**config.mk**
```make
export PLATFORM = sky130hd
export DESIGN_NAME = vote_collector
export DESIGN_NICKNAME = d
export VERILOG_FILES = /design/src/rtl/vote_collector_pkg.sv /design/src/rtl/vote_edge_sync.sv /design/src/rtl/vote_collector.sv
export SDC_FILE = /design/constraint.sdc
export NUM_CORES = 1
export LEC_CHECK = 0
export ABC_AREA = 0
export BUFFER_PORTS_ARGS = -buffer_cell sky130_fd_sc_hd__buf_4
export CAP_MARGIN = 15
export CORE_UTILIZATION = 54
export DETAILED_ROUTE_END_ITERATION = 8
export PLACE_DENSITY = 0.89
export SYNTH_ARGS = -nofsm -noshare
export SYNTH_HDL_FRONTEND = slang
export SYNTH_SLANG_ARGS = --single-unit
```
**constraint.sdc**
```tcl
create_clock -name clk -period 1.6 [get_ports clk]
set_input_delay 0.08 -clock clk [delete_from_list [all_inputs] [get_ports clk]]
set_output_delay 0.08 -clock clk [all_outputs]
set_load 0.1 [all_outputs]
```
**src/rtl/vote_collector_pkg.sv**
```systemverilog
// -----------------------------------------------------------------------------
// vote_collector_pkg
//   Shared definitions for the ballot-collection front end of the three-voter
//   majority unit: FSM state encoding, voter bit positions and the per-voter
//   lock/ballot update rule.
// -----------------------------------------------------------------------------
`timescale 1ns/1ps

package vote_collector_pkg;

  // Binary encoding is fixed so that 2'b11 is the single illegal code.
  typedef enum logic [1:0] {
    S_IDLE = 2'b00,
    S_OPEN = 2'b01,
    S_HOLD = 2'b10
  } state_t;

  // Voter bit positions inside every 3-bit voter vector.
  localparam int V_A        = 0;
  localparam int V_B        = 1;
  localparam int V_C        = 2;
  localparam int NUM_VOTERS = 3;

  // One voter's lock/ballot update for a cycle in which the window is open.
  // A voter that is already locked keeps both flag and ballot. A lone yes
  // edge locks a 1, a lone no edge locks a 0. Simultaneous yes and no edges
  // are ambiguous and leave the voter unlocked.
  typedef struct packed {
    logic locked;
    logic ballot;
  } voter_t;

  function automatic voter_t voter_update(input voter_t cur,
                                          input logic   yes_edge,
                                          input logic   no_edge);
    voter_t nxt;
    nxt = cur;
    if (!cur.locked && (yes_edge ^ no_edge)) begin
      nxt.locked = 1'b1;
      nxt.ballot = yes_edge;
    end
    return nxt;
  endfunction

endpackage : vote_collector_pkg

```
**src/rtl/vote_edge_sync.sv**
```systemverilog
// -----------------------------------------------------------------------------
// vote_edge_sync
//   Brings WIDTH raw, asynchronous push-button levels into the clk domain
//   with a two-flop synchroniser, delays them by one further flop and flags
//   the rising edge. A button held high produces exactly one edge; it must be
//   released and pressed again to produce another.
//
// Ports
//   clk    in   1       rising-edge clock
//   reset  in   1       asynchronous, active-high; clears all stages
//   din    in   WIDTH   raw button levels (asynchronous to clk)
//   rise   out  WIDTH   one-cycle pulse per synchronised rising edge
// -----------------------------------------------------------------------------
`timescale 1ns/1ps

module vote_edge_sync #(
  parameter int WIDTH = 6
) (
  input  logic             clk,
  input  logic             reset,
  input  logic [WIDTH-1:0] din,
  output logic [WIDTH-1:0] rise
);

  logic [WIDTH-1:0] s1;  // metastability catch
  logic [WIDTH-1:0] s2;  // synchronised level
  logic [WIDTH-1:0] s3;  // previous synchronised level

  // NOTE: every flop here is clocked state, so it is written with <=; a
  // blocking '=' would let s2 see this cycle's s1 and collapse the chain.
  always_ff @(posedge clk or posedge reset) begin
    if (reset) begin
      s1 <= '0;
      s2 <= '0;
      s3 <= '0;
    end else begin
      s1 <= din;
      s2 <= s1;
      s3 <= s2;
    end
  end

  assign rise = s2 & ~s3;

endmodule : vote_edge_sync

```
**src/rtl/vote_collector.sv**
```systemverilog
// -----------------------------------------------------------------------------
// vote_collector
//   Upstream stage of the three-voter majority unit (chair A holds the veto;
//   downstream computes pass = A & (B | C)). Synchronises the six raw yes/no
//   buttons, opens a timed ballot window on start, locks each voter's first
//   unambiguous choice and closes early once all three have voted. The locked
//   ballots are then held, with a valid flag, until the next start.
//
// Parameters
//   WINDOW_CYCLES  window length in clk cycles, counted from the first OPEN
//                  cycle; must be >= 2
//   CNT_W          timer width; 2**CNT_W must exceed WINDOW_CYCLES
//
// Ports
//   clk            in   1      rising-edge clock
//   reset          in   1      asynchronous, active-high
//   start          in   1      opens a new ballot window (IDLE or HOLD only)
//   yes_btn        in   3      raw yes buttons, bit0=A bit1=B bit2=C
//   no_btn         in   3      raw no buttons, same mapping
//   A, B, C        out  1      registered ballots (1 = yes); 0 unless valid
//   ballots_valid  out  1      high while holding a completed ballot set
//   done           out  1      one-cycle pulse as the window closes
//   voted          out  3      per-voter lock flags for the current window
//   busy           out  1      high while the window is open
//   time_left      out  CNT_W  remaining window cycles; 0 outside the window
// -----------------------------------------------------------------------------
`timescale 1ns/1ps

module vote_collector
  import vote_collector_pkg::*;
#(
  parameter int WINDOW_CYCLES = 16,
  parameter int CNT_W         = 5
) (
  input  logic             clk,
  input  logic             reset,
  input  logic             start,
  input  logic [2:0]       yes_btn,
  input  logic [2:0]       no_btn,
  output logic             A,
  output logic             B,
  output logic             C,
  output logic             ballots_valid,
  output logic             done,
  output logic [2:0]       voted,
  output logic             busy,
  output logic [CNT_W-1:0] time_left
);

  localparam logic [CNT_W-1:0] WIN_LOAD = CNT_W'(WINDOW_CYCLES);
  localparam logic [CNT_W-1:0] WIN_LAST = CNT_W'(1);

  // ---------------------------------------------------------------------------
  // Button synchronisation and edge detection
  // ---------------------------------------------------------------------------
  logic [5:0] btn_rise;
  logic [2:0] yes_rise;
  logic [2:0] no_rise;

  vote_edge_sync #(
    .WIDTH (6)
  ) u_edge_sync (
    .clk   (clk),
    .reset (reset),
    .din   ({no_btn, yes_btn}),
    .rise  (btn_rise)
  );

  assign yes_rise = btn_rise[2:0];
  assign no_rise  = btn_rise[5:3];

  // ---------------------------------------------------------------------------
  // State
  // ---------------------------------------------------------------------------
  state_t           state,     state_nxt;
  logic [2:0]       ballot,    ballot_nxt;
  logic [2:0]       voted_nxt;
  logic [CNT_W-1:0] timer_nxt;

  always_ff @(posedge clk or posedge reset) begin
    if (reset) begin
      state     <= S_IDLE;
      ballot    <= '0;
      voted     <= '0;
      time_left <= '0;
    end else begin
      state     <= state_nxt;
      ballot    <= ballot_nxt;
      voted     <= voted_nxt;
      time_left <= timer_nxt;
    end
  end

  // ---------------------------------------------------------------------------
  // Next-state, vote locking and window timer
  // ---------------------------------------------------------------------------
  // NOTE: every signal assigned below gets a default first, so no path through
  // the case leaves one unassigned and no latch is inferred.
  always_comb begin
    voter_t v;
    state_nxt  = state;
    ballot_nxt = ballot;
    voted_nxt  = voted;
    timer_nxt  = time_left;
    v          = '0;

    unique case (state)
      S_IDLE: begin
        if (start) begin
          state_nxt  = S_OPEN;
          ballot_nxt = '0;
          voted_nxt  = '0;
          timer_nxt  = WIN_LOAD;
        end
      end

      S_OPEN: begin
        // start is deliberately ignored here: a window cannot be restarted.
        for (int i = 0; i < NUM_VOTERS; i++) begin
          v             = voter_update('{locked: voted[i], ballot: ballot[i]},
                                       yes_rise[i], no_rise[i]);
          voted_nxt[i]  = v.locked;
          ballot_nxt[i] = v.ballot;
        end
        // Votes landing on the last cycle are already in voted_nxt, so they
        // are counted before the window closes.
        if (voted_nxt == 3'b111 || time_left == WIN_LAST) begin
          state_nxt = S_HOLD;
          timer_nxt = '0;
        end else begin
          timer_nxt = time_left - WIN_LAST;
        end
      end

      S_HOLD: begin
        if (start) begin
          state_nxt  = S_OPEN;
          ballot_nxt = '0;
          voted_nxt  = '0;
          timer_nxt  = WIN_LOAD;
        end
      end

      default: begin
        // Illegal encoding: recover to a clean IDLE on the next edge.
        state_nxt  = S_IDLE;
        ballot_nxt = '0;
        voted_nxt  = '0;
        timer_nxt  = '0;
      end
    endcase
  end

  // ---------------------------------------------------------------------------
  // Registered outputs
  //   Derived from next-state values so they line up with the state register
  //   while still being flops (no combinational input-to-output path).
  //   Unvoted voters are already 0 in ballot_nxt, so abstain counts as no.
  // ---------------------------------------------------------------------------
  logic hold_nxt;
  assign hold_nxt = (state_nxt == S_HOLD);

  always_ff @(posedge clk or posedge reset) begin
    if (reset) begin
      A             <= 1'b0;
      B             <= 1'b0;
      C             <= 1'b0;
      ballots_valid <= 1'b0;
      done          <= 1'b0;
      busy          <= 1'b0;
    end else begin
      A             <= hold_nxt & ballot_nxt[V_A];
      B             <= hold_nxt & ballot_nxt[V_B];
      C             <= hold_nxt & ballot_nxt[V_C];
      ballots_valid <= hold_nxt;
      done          <= hold_nxt && (state != S_HOLD);
      busy          <= (state_nxt == S_OPEN);
    end
  end

endmodule : vote_collector

```
==> results.toml <==
[cts]
cts_buffer_depth = 2
insertion_delay_ns = 0.34
clockRootBuffer = "clkbuf_4"
cts_max_level = 2
cts_made_buffers = 5
cts.sinks = 37
path_clk_slew_ns = 0.11
cts_tree = "yes"

[global_route]
grt_use_met2 = 0.335
grt_antenna_before_repair = 0
grt_pass1_vias = 987
overflow = 0
grt_pass1_wl_mm = 4.29
use_met1 = 0.271
met3_usage = 0.0891
grt_max_degree = 38
gr-max-usage-layer = "met2"
track_usage = 0.225

[route]
via_per_inst = 5.53
initialDrtViolationCount = 31
vias = 1034
drt_pass1_iterations = 4
wl_per_cell_um = 15.5
routed_wl_mm = 2.90
ant_nets = 0
drc = 0

[place]
dpl.hpwl_mm = 1.90
globalplace.congestion = 0.840
io_buffer_count = 22
place_ws_ns = -0.0107

[die]
ios = 23
die-area_sq_um = 2840
initial_utilization = 0.573
core_area_sq_um = 2480
row_count = 18
die_w_um = 53.3
die_h_um = 53.3

[logic_synthesis]
synth-compound-area-share = 0.146
muxShareOfSynthArea = 0
synth.yosys.seq_area_share = 0.652
synth-simple-area-share = 0.139
synth_xor_area_frac = 0.0238
synth_top_family_by_area = "compound AO/OA/AOI/OAI gates"
synth-adder-area-share = 0.0176
synth_edf_count = 0
ys_seq_elements = 37
synth-warning-count = 0
async_flop_share = 1.00
ys_types = 30
synthCells = 115
synth_fp_nets = 126
avgSynthCellArea_sq_um = 12.3
ys.flop_type = "dfrtp_1"
synth_area_sq_um = 1420

[worst_setup_path]
cp_cell_sequence = "inv_1, ha_2, nand2_1, nor4b_2, a21oi_1, o32ai_1"
worstPathRequired_ns = 1.84
critPathKind = "reg -> reg"
crit_path_start_kind = "flip-flop"
cp-end-kind = "flip-flop"
cp_top_family = "flip-flops"
path_buf_inv = 1
cp_slowest_cell = "dfrtp_4"
crit_fanout = 6
crit_arrival_ns = 1.81
cp_slowest_stage_delay_ns = 0.53

[sta]
slew_violations = 0
clock_skew_ns = 0.0116
worst_pin_slew_ns = 0.445
setup_slack_ns = 0.0330
max_freq_mhz = 638
fin_crit_sh = 0.979
setup_viol_count_final = 0
slew_headroom = 0.703
final-hold-violation-count = 0
rsz0062_at_grt = "true"
min_period_ns = 1.57

[outcome]
status = "finished clean"

[job]
cap_violations = 0

[cells_and_area]
area_growth_pct = 36.1
antenna_cells = 0
nets = 167
nFillCells = 154
drive_above_1_share = 0.414

[min_path]
hp-class = "in -> reg"
## cells in the mapped netlist (all sizes together), types with 2 or more instances
master / count / area, sq um
nor2b: 5 / 51.3
ha: 2 / 25.0
nor3b: 2 / 15.0
nand2b: 3 / 18.8
nand2: 8 / 30.0
xnor2: 2 / 17.5
a21o: 3 / 22.5
inv: 6 / 22.5
a21oi: 7 / 35.0
nor2: 11 / 41.3
o21ai: 11 / 58.8
or3: 2 / 17.5
dfrtp: 37 / 926
a21boi: 3 / 22.5
nor4b: 2 / 17.5
## cell type report
type,instances,area (sq um),share of cell area
repair buffers,35,280,0.145
clock inverters,1,30.0,0.0155
multi-input cells,71,567,0.293
inverters,6,22.5,0.0117
well taps,30,37.5,0.0194
flip-flops and latches,37,941,0.487
clock buffers,7,55.1,0.0285
## tightest hold or removal path: cells and delay by family
family	cells	cell delay (ns)
AOI/OAI and AO/OA	1	0.07
buffers and inverters	2	0.18
## per-layer routing
layer / part of all wire / routed length, um
met1: 0.43 / 1250
met2: 0.51 / 1480
met3: 0.038 / 111
met4: 0.019 / 55
met5: 0 / 0
## cells in the final DEF, fill, tap and decap left out, drive strengths merged, types with 3 or more instances in the layout
master / synthesis / routed
nand2b: 3 / 3
nor2: 11 / 11
clkbuf: 0 / 7
dfrtp: 37 / 37
a21o: 3 / 3
buf: 1 / 28
a21oi: 7 / 7
nor2b: 5 / 5
o21ai: 11 / 11
a21boi: 3 / 3
inv: 6 / 6
dlygate4sd3: 0 / 7
nand2: 8 / 8
## timing repair
item | in CTS | in global routing
hold buffers | 7 | 0
setup endpoints to repair | 2 | 10
gates resized for setup | 2 | 15
endpoints found under the hold margin | 43 | 0
pin swaps | 0 | 6
setup buffers | 0 | 2
## kinds of logic (layout without fill, tap and decap cells)
| family | count (synthesis) | in the layout |
|---|---|---|
| xor+xnor | 3 | 3 |
| compound gates | 32 | 32 |
| flops | 37 | 37 |
| buf+inv | 7 | 49 |
| simple gates | 34 | 34 |
| fa+ha+maj | 2 | 2 |
## stage by stage
stage                util  setup TNS [ns]  cells  hold WS (ns)  instance area (sq um)
floorplan               -               0    115         0.111                   1450
global placement    0.677               0    170         0.189                   1680
detailed placement  0.677         -0.0107    170         0.190                   1680
CTS                 0.744               0    185       0.00272                   1840
global route        0.780         -0.0898    187        0.0116                   1930
finish              0.780               0    187        0.0257                   1930
## flip-flops by register name, indices dropped and copies added, names as in the netlist
name,count
u_edge_sync.s1,6
u_edge_sync.s2,6
u_edge_sync.s3,6
time_left,5
ballot,3
voted,3
state,2
A,1
B,1
C,1
ballots_valid,1
busy,1
done,1
## final timing paths
path,startpoint,to,slack (ns),cells after the start
worst min register to register,u_edge_sync.s1[1],u_edge_sync.s2[1],0.35,0
min in group asynchronous,reset,ballot[0],0.39,4
worst max-delay path,time_left[0],time_left[4],0.03,6
worst max register to register,time_left[0],time_left[4],0.03,6
worst min-delay path,start,busy,0.03,3
max in group asynchronous,reset,time_left[0],0.86,4
Power is not shown: default switching activity piles up to over one toggle a cycle in this logic, so the estimate is an artifact.
